File: src/rtl/mips_timer.sv
// mips_timer: memory-mapped countdown timer with one-shot/auto-reload modes and maskable irq.
// Ports:
//   clk      system clock, rising edge
//   reset_n  asynchronous active-low reset
//   addr     byte address from bridge, only addr[3:2] decoded (0 CTRL, 1 PRESET, 2 COUNT, 3 none)
//   we       write strobe, already range/byteen-qualified by the bridge
//   wd       write data
//   rd       combinational read data
//   irq      CTRL.IM & irq_flag
module mips_timer #(
    parameter int COUNT_W = 32
) (
    input  logic        clk,
    input  logic        reset_n,
    input  logic [31:0] addr,
    input  logic        we,
    input  logic [31:0] wd,
    output logic [31:0] rd,
    output logic        irq
);
    localparam logic [1:0] IDLE = 2'd0;
    localparam logic [1:0] CNT  = 2'd1;
    localparam logic [1:0] INT  = 2'd2;

    logic [3:0]         ctrl_q, ctrl_d;
    logic [COUNT_W-1:0] preset_q, preset_d;
    logic [COUNT_W-1:0] count_q, count_d;
    logic               flag_q, flag_d;
    logic [1:0]         state_q, state_d;
    logic               wr_ctrl, wr_pre, en, reload;
    logic               unused_addr;

    assign unused_addr = ^{addr[31:4], addr[1:0]};
    assign wr_ctrl = we && addr[3:2] == 2'd0;
    assign wr_pre  = we && addr[3:2] == 2'd1;
    assign en      = ctrl_q[0];
    assign reload  = ctrl_q[2:1] == 2'b01;

    always_comb begin
        ctrl_d   = ctrl_q;
        preset_d = preset_q;
        count_d  = count_q;
        state_d  = state_q;
        // one-shot flag is sticky; auto-reload flag lasts only the cycle after INT
        flag_d   = (state_q == INT) ? 1'b1 : (reload ? 1'b0 : flag_q);
        case (state_q)
            IDLE: if (en) begin
                count_d = preset_q;
                state_d = CNT;
            end
            CNT: if (!en) state_d = IDLE;
            else if (count_q > COUNT_W'(1)) count_d = count_q - COUNT_W'(1);
            else begin
                count_d = '0;
                state_d = INT;
            end
            INT: if (reload) begin
                count_d = preset_q;
                state_d = CNT;
            end else begin
                ctrl_d[0] = 1'b0;
                state_d   = IDLE;
            end
            default: state_d = IDLE;
        endcase
        // CPU writes override whatever the FSM decided for CTRL and the flag
        if (wr_ctrl) begin
            ctrl_d = wd[3:0];
            flag_d = 1'b0;
        end
        if (wr_pre) preset_d = wd[COUNT_W-1:0];
    end

    always_ff @(posedge clk or negedge reset_n) begin
        if (!reset_n) begin
            ctrl_q   <= '0;
            preset_q <= '0;
            count_q  <= '0;
            flag_q   <= 1'b0;
            state_q  <= IDLE;
        end else begin
            ctrl_q   <= ctrl_d;
            preset_q <= preset_d;
            count_q  <= count_d;
            flag_q   <= flag_d;
            state_q  <= state_d;
        end
    end

    assign rd  = (addr[3:2] == 2'd0) ? {28'd0, ctrl_q} :
                 (addr[3:2] == 2'd1) ? 32'(preset_q) :
                 (addr[3:2] == 2'd2) ? 32'(count_q) : 32'd0;
    assign irq = ctrl_q[3] & flag_q;
endmodule

File: config.mk
export PLATFORM = sky130hd
export DESIGN_NAME = mips_timer
export DESIGN_NICKNAME = d
export VERILOG_FILES = /design/src/rtl/mips_timer.sv
export SDC_FILE = /design/constraint.sdc
export NUM_CORES = 1
export LEC_CHECK = 0
export CAP_MARGIN = 30
export CORE_ASPECT_RATIO = 0.7
export CORE_MARGIN = 4
export CORE_UTILIZATION = 46
export CTS_BUF_LIST = sky130_fd_sc_hd__clkbuf_2 sky130_fd_sc_hd__clkbuf_4 sky130_fd_sc_hd__clkbuf_8
export DETAILED_ROUTE_END_ITERATION = 6
export PLACE_DENSITY = 0.88
export SYNTH_ARGS = -nofsm -noshare
export SYNTH_HDL_FRONTEND = slang
export SYNTH_SLANG_ARGS = --single-unit
export TNS_END_PERCENT = 100
File: constraint.sdc
create_clock -name clk -period 2.26 [get_ports clk]
set_clock_uncertainty 0.1 [all_clocks]
set_input_delay 0.452 -clock clk [delete_from_list [all_inputs] [get_ports clk]]
set_output_delay 0.452 -clock clk [all_outputs]
set_load 0.02 [all_outputs]
## Word-level counts from Yosys, hierarchy flattened

Cells that the tools add are included.

| word-level totals | value |
|---|---|
| register bits | 71 |
| bits of input ports | 67 |
| output and inout port bits | 33 |
| logic and storage cells | 48 |

| operators by class | value |
|---|---|
| add/subtract/negate cells | 1 |
| $lt $le $gt $ge | 1 |
| equality and inequality tests | 10 |
| multiplexer cells | 19 |
| bitwise logic cells | 1 |
| reduce and logical (&&, ||, !) cells | 10 |

Operators by type and width:

| cell | count |
|---|---|
| $mux W32 | 7 |
| $pmux W32 S3 | 1 |
| $gt A32 B1 Y1 const B | 1 |
| $sub A32 B1 Y32 const B | 1 |
| $ne A2 B2 Y1 const B | 4 |
| $mux W1 | 7 |
| $eq A2 B1 Y1 const B | 3 |
| $mux W2 | 3 |
| $pmux W2 S3 | 1 |
| $reduce_bool A3 Y1 | 2 |
| $eq A2 B2 Y1 const B | 2 |
| $logic_not A2 Y1 | 2 |
| $reduce_and A2 Y1 | 2 |
| $reduce_and A4 Y1 | 1 |
| $ne A3 B3 Y1 const B | 1 |
| $logic_and A1 B1 Y1 | 2 |
| $reduce_bool A2 Y1 | 1 |
| $and A1 B1 Y1 | 1 |

## Logic depth before layout (Yosys ltp)

Gate-level depths: netlist of the first run.

| logic depth | value |
|---|---|
| depth after elaboration | 4 |
| gate-level depth with buffers | 8 |
| depth with buffers taken out | 7 |

## Worst setup path before layout of the first run

Ideal clock, no wire load.

| timing path | value |
|---|---|
| path kind | input to output |
| from | in addr[3] |
| to | out rd[11] |
| arrival | 1.738 ns |
| slack | -0.030 ns |
| stages on the path | 5 |
| cells stage by stage | clkbuf_1 > nor2b_1 > clkbuf_1 > clkbuf_1 > a22o_1 |

| between the ends | value |
|---|---|
| longest elaborated chain between the ends | 4 |
| elaborated cells on any way between the ends | 6 |

Ends and longest elaborated chain:

| item | line | source |
|---|---|---|
| start, declared | 15 | `input logic [31:0] addr,` |
| $eq A2 B2 Y1 | 92 | `(addr[3:2] == 2'd2) ? 32'(count_q) : 32'd0;` |
| $mux W32 | 92 |  |
| $mux W32 | 91 | `(addr[3:2] == 2'd1) ? 32'(preset_q) :` |
| $mux W32 * | 90 | `assign rd = (addr[3:2] == 2'd0) ? {28'd0, ctrl_q} :` |
| end, declared | 18 | `output logic [31:0] rd,` |

Every way passes the cells marked *; elsewhere a longest branch is shown, timed or not.

## Worst setup path in the final report of the first run

| timing path | value |
|---|---|
| from | reg count_q[10] |
| to | reg count_q[14] |

| between the ends | value |
|---|---|
| longest elaborated chain between the ends | 4 |
| elaborated cells on any way between the ends | 5 |

Ends and longest elaborated chain:

| item | line | source |
|---|---|---|
| start, declared | 27 | `logic [COUNT_W-1:0] count_q, count_d;` |
| start signal, assigned | 84 | `count_q <= count_d;` |
| $sub A32 B1 Y32 or $gt A32 B1 Y1 (tied branches) | 52 | `else if (count_q > COUNT_W'(1)) count_d = count_q - COUNT_W'(1);` |
| $mux W32 * | 52 |  |
| $mux W32 * | 51 | `CNT: if (!en) state_d = IDLE;` |
| $pmux W32 S3 * | 46 | `case (state_q)` |

Every way passes the cells marked *; elsewhere a longest branch is shown, timed or not. The select of a mux whose other input is x is not followed.
A chain may end at the register's enable or synchronous reset.

==> impl_results.rst, run 1 <==
.. list-table::
   :header-rows: 1

   * - Metric
     - Value
   * - Total via count after detailed routing
     - between 3000 and 4000
   * - Remaining max-slew budget at the tightest pin
     - 53.8%
   * - GRT Overall Usage
     - between 20 and 25%
   * - Final weighted congestion in routability-driven placement
     - ~0.91
   * - Number of hold-repair buffers added at the cts stage
     - 0
   * - Startpoint of the most critical register-to-register path
     - count_q[10]
   * - Leftover overflow at the end of global routing
     - 0
   * - Met2 track utilization from global routing
     - about 33%
   * - CP Capture Point
     - count_q[14]
   * - Final core utilization
     - 66.2%
   * - Synthesized flop and latch total
     - 71
   * - Library cells used by synthesis
     - 54
   * - Source-to-sink clock delay at the later pin of the worst-skew pair
     - ~0.37 ns
   * - Required time of the critical path
     - 2.42 ns
   * - Unrepaired setup endpoints after global routing
     - true
   * - Count of flip-flops with a built-in enable after synthesis
     - 0
   * - Syn Std Cell Area
     - between 4000 and 5000 sq um
   * - Met3 Usage GRT
     - 6.33%
   * - Main flop type after synthesis
     - dfrtp_1
   * - Cell at the slowest stage of the critical path
     - dfrtp_1
   * - Setup total negative slack
     - -0.0295 ns
   * - Failing checks
     - negative setup slack
   * - Peak-usage layer in the global routing report
     - met2
   * - Setup crit start
     - count_q[10]
   * - M1 GR Usage
     - approximately 32%
   * - Rows
     - 28
   * - Worst Max-Slew Pin Slew
     - 0.692 ns
   * - Die W
     - between 100 and 150 um
   * - Number of global-route vias before repair
     - 3746
   * - Setup-failing EPs final
     - 4
   * - Critical path buffers and inverters
     - 2
   * - TritonCTS clock tree
     - built
   * - Longest Clk Path Bufs
     - 2
   * - Worst vdd ir
     - about 0.65 mV
   * - Critical path depth in cells
     - 7
   * - Pin count of the biggest net entering global routing
     - 72
   * - Sequential cell area
     - 1780 sq um
   * - Post-layout power
     - 5.66 mW
   * - Post-synthesis cell type with the largest combined area
     - dfrtp_1
   * - Number of iterations in the first detailed-routing pass
     - 5
   * - Result of the run
     - finished with violations
   * - Proportion of synthesized flip-flops having asynchronous set or reset
     - 100%
   * - Die height
     - 86.8 um
   * - Crit path arrival time
     - roughly 2.4 ns
   * - Top cells by instance count after synthesis
     - 71 x dfrtp_1, 45 x a22o_1, 35 x mux2_2, 35 x o21ai_0, 32 x nand2_1
   * - Wire length of the first global-routing pass
     - 18.9 mm
   * - Sum of net half-perimeters after detailed placement
     - 7.93 mm
   * - Crit path time final
     - 2.27 ns
   * - Worst hold path class
     - input pin to asynchronous set/reset pin
   * - Slack of the critical path
     - -0.0138 ns
   * - Endpoint kind of the worst setup timing path
     - register
   * - DIE AREA
     - around 10000 sq um
   * - Initial antenna violation count
     - 0
   * - Critical path startpoint category
     - register
   * - Static Leak
     - approximately 2.4 nW
   * - Max-capacitance violation count
     - 0
   * - Clock tree sinks
     - between 70 and 80
   * - Number of pins with negative max-slew slack in the final report
     - 0
   * - Power Dens Cells
     - 1000 nW/um^2
   * - Chain of cells forming the critical path
     - nor4_2 -> buf_4 -> nand4b_1 -> o31ai_4 -> buf_2 -> o21ai_0 -> a22o_1
   * - Total routed wirelength
     - 11.9 mm
   * - Most frequent cell after synthesis
     - dfrtp_1
   * - Antenna fix cells
     - 0
   * - Fill cell instance count of the final layout
     - 667
   * - Initial core utilization
     - 47.7%
   * - Count of cells along the worst register-to-register path
     - 7
   * - Area of the placeable core
     - 8550 sq um
   * - Area fraction of the dominant cell type after synthesis
     - a little over two fifths
   * - Post-route clock period utilization
     - 101%
   * - Average vias per placed instance
     - 6.14
   * - Area overhead of the layout relative to synthesis
     - 38.8%
   * - Violation count after the first detailed-route iteration
     - between 300 and 400
   * - Clock-pin transition on the worst setup and hold timing paths
     - 0.07 ns
   * - Post-detailed-route wirelength per cell
     - 18.7 um
   * - Sequential share of the synthesized area
     - about 44%
   * - Number of instances in the synthesized netlist
     - 401
   * - Quantity of I/O buffers inserted on ports
     - 69
   * - Reg-to-reg slack, setup
     - -0.01 ns
   * - Share of layout cells above drive strength 1
     - 32.2%
   * - Post-route DRC violation count
     - 0
   * - Root Buffer Master
     - clkbuf_8
   * - Number of primary I/O pins
     - 100
   * - Number of antenna-violating nets in the routed design
     - 0
   * - Top achievable clock speed
     - 0.440 GHz
   * - Average cell area after synthesis
     - 10.2 sq um
   * - Post-Synthesis Net Count
     - 470
   * - Largest cells by area after synthesis
     - dfrtp_1 44%, a22o_1 9.7%, mux2_2 9.7%
   * - Critical register-to-register path endpoint
     - count_q[14]
   * - Number of warnings issued by yosys
     - 0
   * - Top delay family on crit path
     - compound AO/OA/AOI/OAI gates
   * - Inserted Clock Buffers
     - 9
   * - # H-tree levels
     - 3
   * - Total number of nets in the final design
     - 582
   * - Highest net fanout along the worst path
     - 5
   * - Area of the multi-input gates
     - approximately 2200 sq um
   * - Largest stage delay on the critical path
     - ~0.42 ns
   * - Critical Setup Path Class
     - register to register
   * - Hold Violations, Final
     - 0
[repair_timing]
action                                  in CTS  in global routing
gates resized for setup                     91                 28
pin swaps                                    0                 12
setup buffers                                0                 10
endpoints found under the setup margin      33                 33
hold endpoints to repair                     0                  0
cloned                                       1                  1
[registers in the layout, summed over array words and instances (netlist names)]
| name | cells |
|---|---|
| count_q | 32 |
| ctrl_q | 4 |
| flag_q | 1 |
| preset_q | 32 |
| state_q | 2 |
[worst min path at each step]
stage,startpoint,to,slack [ns],cells after the start
2_1_floorplan,reset_n,count_q[0],0.06,0
3_5_place_dp,reset_n,preset_q[11],0.41,2
6_report,reset_n,preset_q[11],0.006,2
4_1_cts,reset_n,count_q[14],0.03,2
3_3_place_gp,reset_n,preset_q[11],0.40,2
5_1_grt,reset_n,count_q[16],0.04,2
[metrics by stage]
| step | worst slack [ns] | hold slack [ns] | std cells | cell area, sq um |
|---|---|---|---|---|
| 2_1_floorplan | -0.0300 | 0.0564 | 401 | 4080 |
| 3_3_place_gp | -0.455 | 0.399 | 610 | 5250 |
| 3_5_place_dp | -0.543 | 0.407 | 610 | 5250 |
| 4_1_cts | 0.00268 | 0.0276 | 625 | 5500 |
| 5_1_grt | -0.101 | 0.0375 | 636 | 5660 |
| 6_report | -0.0138 | 0.00621 | 636 | 5660 |
[worst register-to-register path: stages, from the launching register on]
cell and delay [ns]:
dfrtp_1 0.42, nor4_2 0.31, buf_4 0.17, nand4b_1 0.22, o31ai_4 0.35, buf_2 0.24, o21ai_0 0.11, a22o_1 0.24
[cells in the final DEF, fill, tap and decap left out, types with 4 or more instances in the layout]
master / instances
nor2_1: 13
clkbuf_8: 13
inv_1: 6
mux2_2: 35
a21oi_1: 5
buf_4: 52
nor3_1: 17
dfrtp_1: 71
nand2b_1: 4
a32oi_1: 5
clkdlybuf4s15_1: 13
buf_6: 7
a22o_1: 45
nand2_1: 32
buf_12: 5
o2bb2ai_1: 8
buf_2: 6
mux2i_1: 4
clkdlybuf4s50_1: 34
and3_1: 7
o21ai_0: 34
clkdlybuf4s15_2: 15
o31ai_1: 8
o41ai_1: 5
[kinds of logic after synthesis]
group,count (synthesis),synth area share (%)
fa+ha+maj,2,0.614
flops,71,43.6
compound gates,135,25.1
mux,39,10.7
simple gates,114,16.1
buf+inv,40,3.96
[power breakdown]
part | leakage [nW] | switching (mW) | total (mW) | internal [mW]
logic | 1.45 | 1.27 | 2.55 | 1.29
registers | 0.863 | 0.468 | 2.13 | 1.66
clock network | 0.0981 | 0.458 | 0.978 | 0.519
total | 2.41 | 2.19 | 5.66 | 3.46
[cell type report]
type / instances / share of cell area (%)
clock buffer: 14 / 3.30
timing repair buffer: 135 / 22.6
tap: 120 / 2.65
multi-input combinational: 290 / 39.6
inverter: 6 / 0.398
sequential: 71 / 31.4
[layer usage]
layer  vias up  wire, um
met4         0       276
met3        29       965
met2       186      5330
met5         -         0
met1      1926      5350
li1       1765         -
Note: power is estimated with default switching activity, not from simulation.
==> run 2, diff against run 1 <==
--- a/config.mk
+++ b/config.mk
@@ -6,9 +6,11 @@
 export NUM_CORES = 1
 export LEC_CHECK = 0
 export CAP_MARGIN = 30
+export CELL_PAD_IN_SITES_DETAIL_PLACEMENT = 1
+export CELL_PAD_IN_SITES_GLOBAL_PLACEMENT = 1
 export CORE_ASPECT_RATIO = 0.7
 export CORE_MARGIN = 4
-export CORE_UTILIZATION = 46
+export CORE_UTILIZATION = 35
 export CTS_BUF_LIST = sky130_fd_sc_hd__clkbuf_2 sky130_fd_sc_hd__clkbuf_4 sky130_fd_sc_hd__clkbuf_8
 export DETAILED_ROUTE_END_ITERATION = 6
 export PLACE_DENSITY = 0.88
==> run 2 against run 1 <==
  * The flow still finishes with violations (negative setup slack)
  * Sequential share of layout area down 1.9 points
  * Critical path depth is 1 higher
  * Non-clock buffer count up 18
  * Power rose by 12%
  * Critical path type unchanged
==> impl_results.rst, run 2 (synthesis gave the netlist of run 1 again) <==
.. list-table::
   :header-rows: 1

   * - Metric
     - Value
   * - Crit path time final
     - 2.38 ns
   * - Number of pins with negative max-slew slack in the final report
     - 0
   * - GRT Overall Usage
     - 22.4%
   * - Hold Violations, Final
     - 0
   * - Start point of the worst min-delay path
     - count_q[20]
   * - Antenna fix cells
     - 0
   * - Number of global-route vias before repair
     - 4300
   * - Worst hold path class
     - register to register
   * - Most frequent standard cell in the layout excluding fill and tap cells
     - dfrtp_1
   * - Share of layout cells above drive strength 1
     - 38.1%
   * - Quantity of I/O buffers inserted on ports
     - ~70
   * - Number of placed instances, taps included
     - between 600 and 700
   * - Hold Path Sink
     - count_q[20]
   * - Longest Clk Path Bufs
     - 2
   * - Post-detailed-route wirelength per cell
     - 23.6 um
   * - Die W
     - 137 um
   * - Largest registers ranked by flip-flop count
     - count_q: 32 flops, preset_q: 32 flops, ctrl_q: 4 flops
   * - Rows
     - 32
   * - Worst vdd ir
     - 0.479 mV
   * - Slack of the critical path
     - -0.115 ns
   * - Violation count after the first detailed-route iteration
     - 341
   * - Total routed wirelength
     - 16.3 mm
   * - Cell at the slowest stage of the critical path
     - dfrtp_2
   * - Average vias per placed instance
     - 6.01
   * - Final std cells w/o fill
     - 689
   * - Inserted Clock Buffers
     - 9
   * - Critical path's most frequent cell
     - buf_6
   * - Crit path arrival time
     - 2.54 ns
   * - Max-capacitance violation count
     - 0
   * - Number of iterations in the first detailed-routing pass
     - 4
   * - Source-to-sink clock delay at the later pin of the worst-skew pair
     - 0.37 ns
   * - Largest stage delay on the critical path
     - around 0.45 ns
   * - Post-route DRC violation count
     - 0
   * - Static Leak
     - ~2.6 nW
   * - Critical register-to-register path endpoint
     - count_q[19]
   * - Initial core utilization
     - 36.4%
   * - Die height
     - ~98 um
   * - Post-route clock period utilization
     - 105%
   * - Setup-failing EPs final
     - 24
   * - Setup total negative slack
     - -0.862 ns
   * - Endpoint kind of the worst setup timing path
     - register
   * - Required time of the critical path
     - 2.42 ns
   * - Sum of net half-perimeters after detailed placement
     - 10.3 mm
   * - Highest net fanout along the worst path
     - 5
   * - Root Buffer Master
     - clkbuf_8
   * - Wire length of the first global-routing pass
     - 23.7 mm
   * - Leftover overflow at the end of global routing
     - 0
   * - Pin count of the biggest net entering global routing
     - 33
   * - Worst Max-Slew Pin Slew
     - 0.485 ns
   * - Total via count after detailed routing
     - 4141
   * - Remaining max-slew budget at the tightest pin
     - 67.6%
   * - Critical Setup Path Class
     - register to register
   * - Startpoint of the most critical register-to-register path
     - count_q[7]
   * - Post-Layout Inst Area
     - 6030 sq um
   * - Worst Hold Path Cells
     - 1
   * - Result of the run
     - finished with violations
   * - TritonCTS clock tree
     - built
   * - Final weighted congestion in routability-driven placement
     - 0.884
   * - DIE AREA
     - 13500 sq um
   * - Failing checks
     - negative setup slack
   * - Post-layout power
     - 6.34 mW
   * - Area overhead of the layout relative to synthesis
     - 48.1%
   * - Placed cell area
     - 5340 sq um
   * - Critical path startpoint category
     - register
   * - Clock-pin transition on the worst setup and hold timing paths
     - about 0.090 ns
   * - Unrepaired setup endpoints after global routing
     - true
   * - Number of primary I/O pins
     - 100
   * - Total number of nets in the final design
     - 600
   * - Number of antenna-violating nets in the routed design
     - 0
   * - Min Hold Slack
     - 0.421 ns
   * - Clock tree sinks
     - 71
   * - Power Dens Cells
     - about 1100 nW/um^2
   * - Initial antenna violation count
     - 0
   * - Reg-to-reg slack, setup
     - -0.12 ns
   * - Top achievable clock speed
     - ~0.42 GHz
   * - Chain of cells forming the critical path
     - nor4_4 -> buf_4 -> nand4b_1 -> o31ai_4 -> buf_6 -> buf_6 -> o21ai_2 -> a221o_1
   * - # H-tree levels
     - 3
   * - Area of the placeable core
     - 11200 sq um
   * - Count of cells along the worst register-to-register path
     - 8
   * - Highest-count cells in the layout ignoring fill and taps
     - 68 x dfrtp_1, 66 x buf_4, 45 x a22o_1
run 2: cell types whose count changed in the layout (fill, tap and decap cells not counted), sizes merged, moves of 3 or more:
cell	change
buf	+11
dlygate4sd2	+14
clkinvlp	+3
clkdlybuf4s15	-13
run 2: stage by stage:
step,util [%],setup WS [ns]
CTS,50.9,-0.0283
global route,53.8,-0.159
floorplan,-,-0.0300
global placement,47.6,-0.494
finish,53.8,-0.115
detailed placement,47.6,-0.587
run 2: worst max-delay path by stage:
stage,startpoint,to,slack [ns],cells after the start
after floorplan,addr[3],rd[11],-0.03,5
after global placement,addr[2],rd[30],-0.49,5
after detailed placement,addr[2],rd[7],-0.59,5
after CTS,count_q[7],count_q[24],-0.03,8
after global routing,count_q[7],count_q[19],-0.16,8
final,count_q[7],count_q[19],-0.12,8
run 2: area by class of cell:
class | count | area (sq um)
clock buffers | 10 | 131
multi-input cells | 290 | 2410
fillers | 1214 | 5180
clock inverters | 6 | 70.1
flip-flops and latches | 71 | 1780
repair buffers | 153 | 1430
inverters | 6 | 22.5
well taps | 153 | 191
run 2: repair_timing:
action,in CTS,in global routing
hold buffers,1,0
buffers inserted,10,8
hold endpoints to repair,16,0
setup endpoints to repair,57,61
gates resized for setup,80,73
cloned,0,2
pin swaps,11,28
run 2: power by group:
| group | total, mW | switching (mW) | internal [mW] | leakage (nW) |
|---|---|---|---|---|
| logic | 3.11 | 1.63 | 1.48 | 1.64 |
| registers | 2.16 | 0.495 | 1.66 | 0.859 |
| clock network | 1.07 | 0.545 | 0.527 | 0.0925 |
| total | 6.34 | 2.67 | 3.67 | 2.60 |
run 2: worst max-delay path: cells and delay by family, from the launching register on:
family	cells	cell delay [ns]
buf+inv	3	0.49
simple gates	2	0.53
flops	1	0.45
compound gates	3	0.69
run 2: metal layers:
| metal | global-route usage [%] | part of all wire (%) | vias to the layer above |
|---|---|---|---|
| li1 | - | - | 1805 |
| met3 | 4.94 | 5.4 | 41 |
| met1 | 30.4 | 43 | 2104 |
| met4 | 5.90 | 3.0 | 0 |
| met2 | 36.2 | 48 | 191 |
| met5 | 0 | 0 | - |
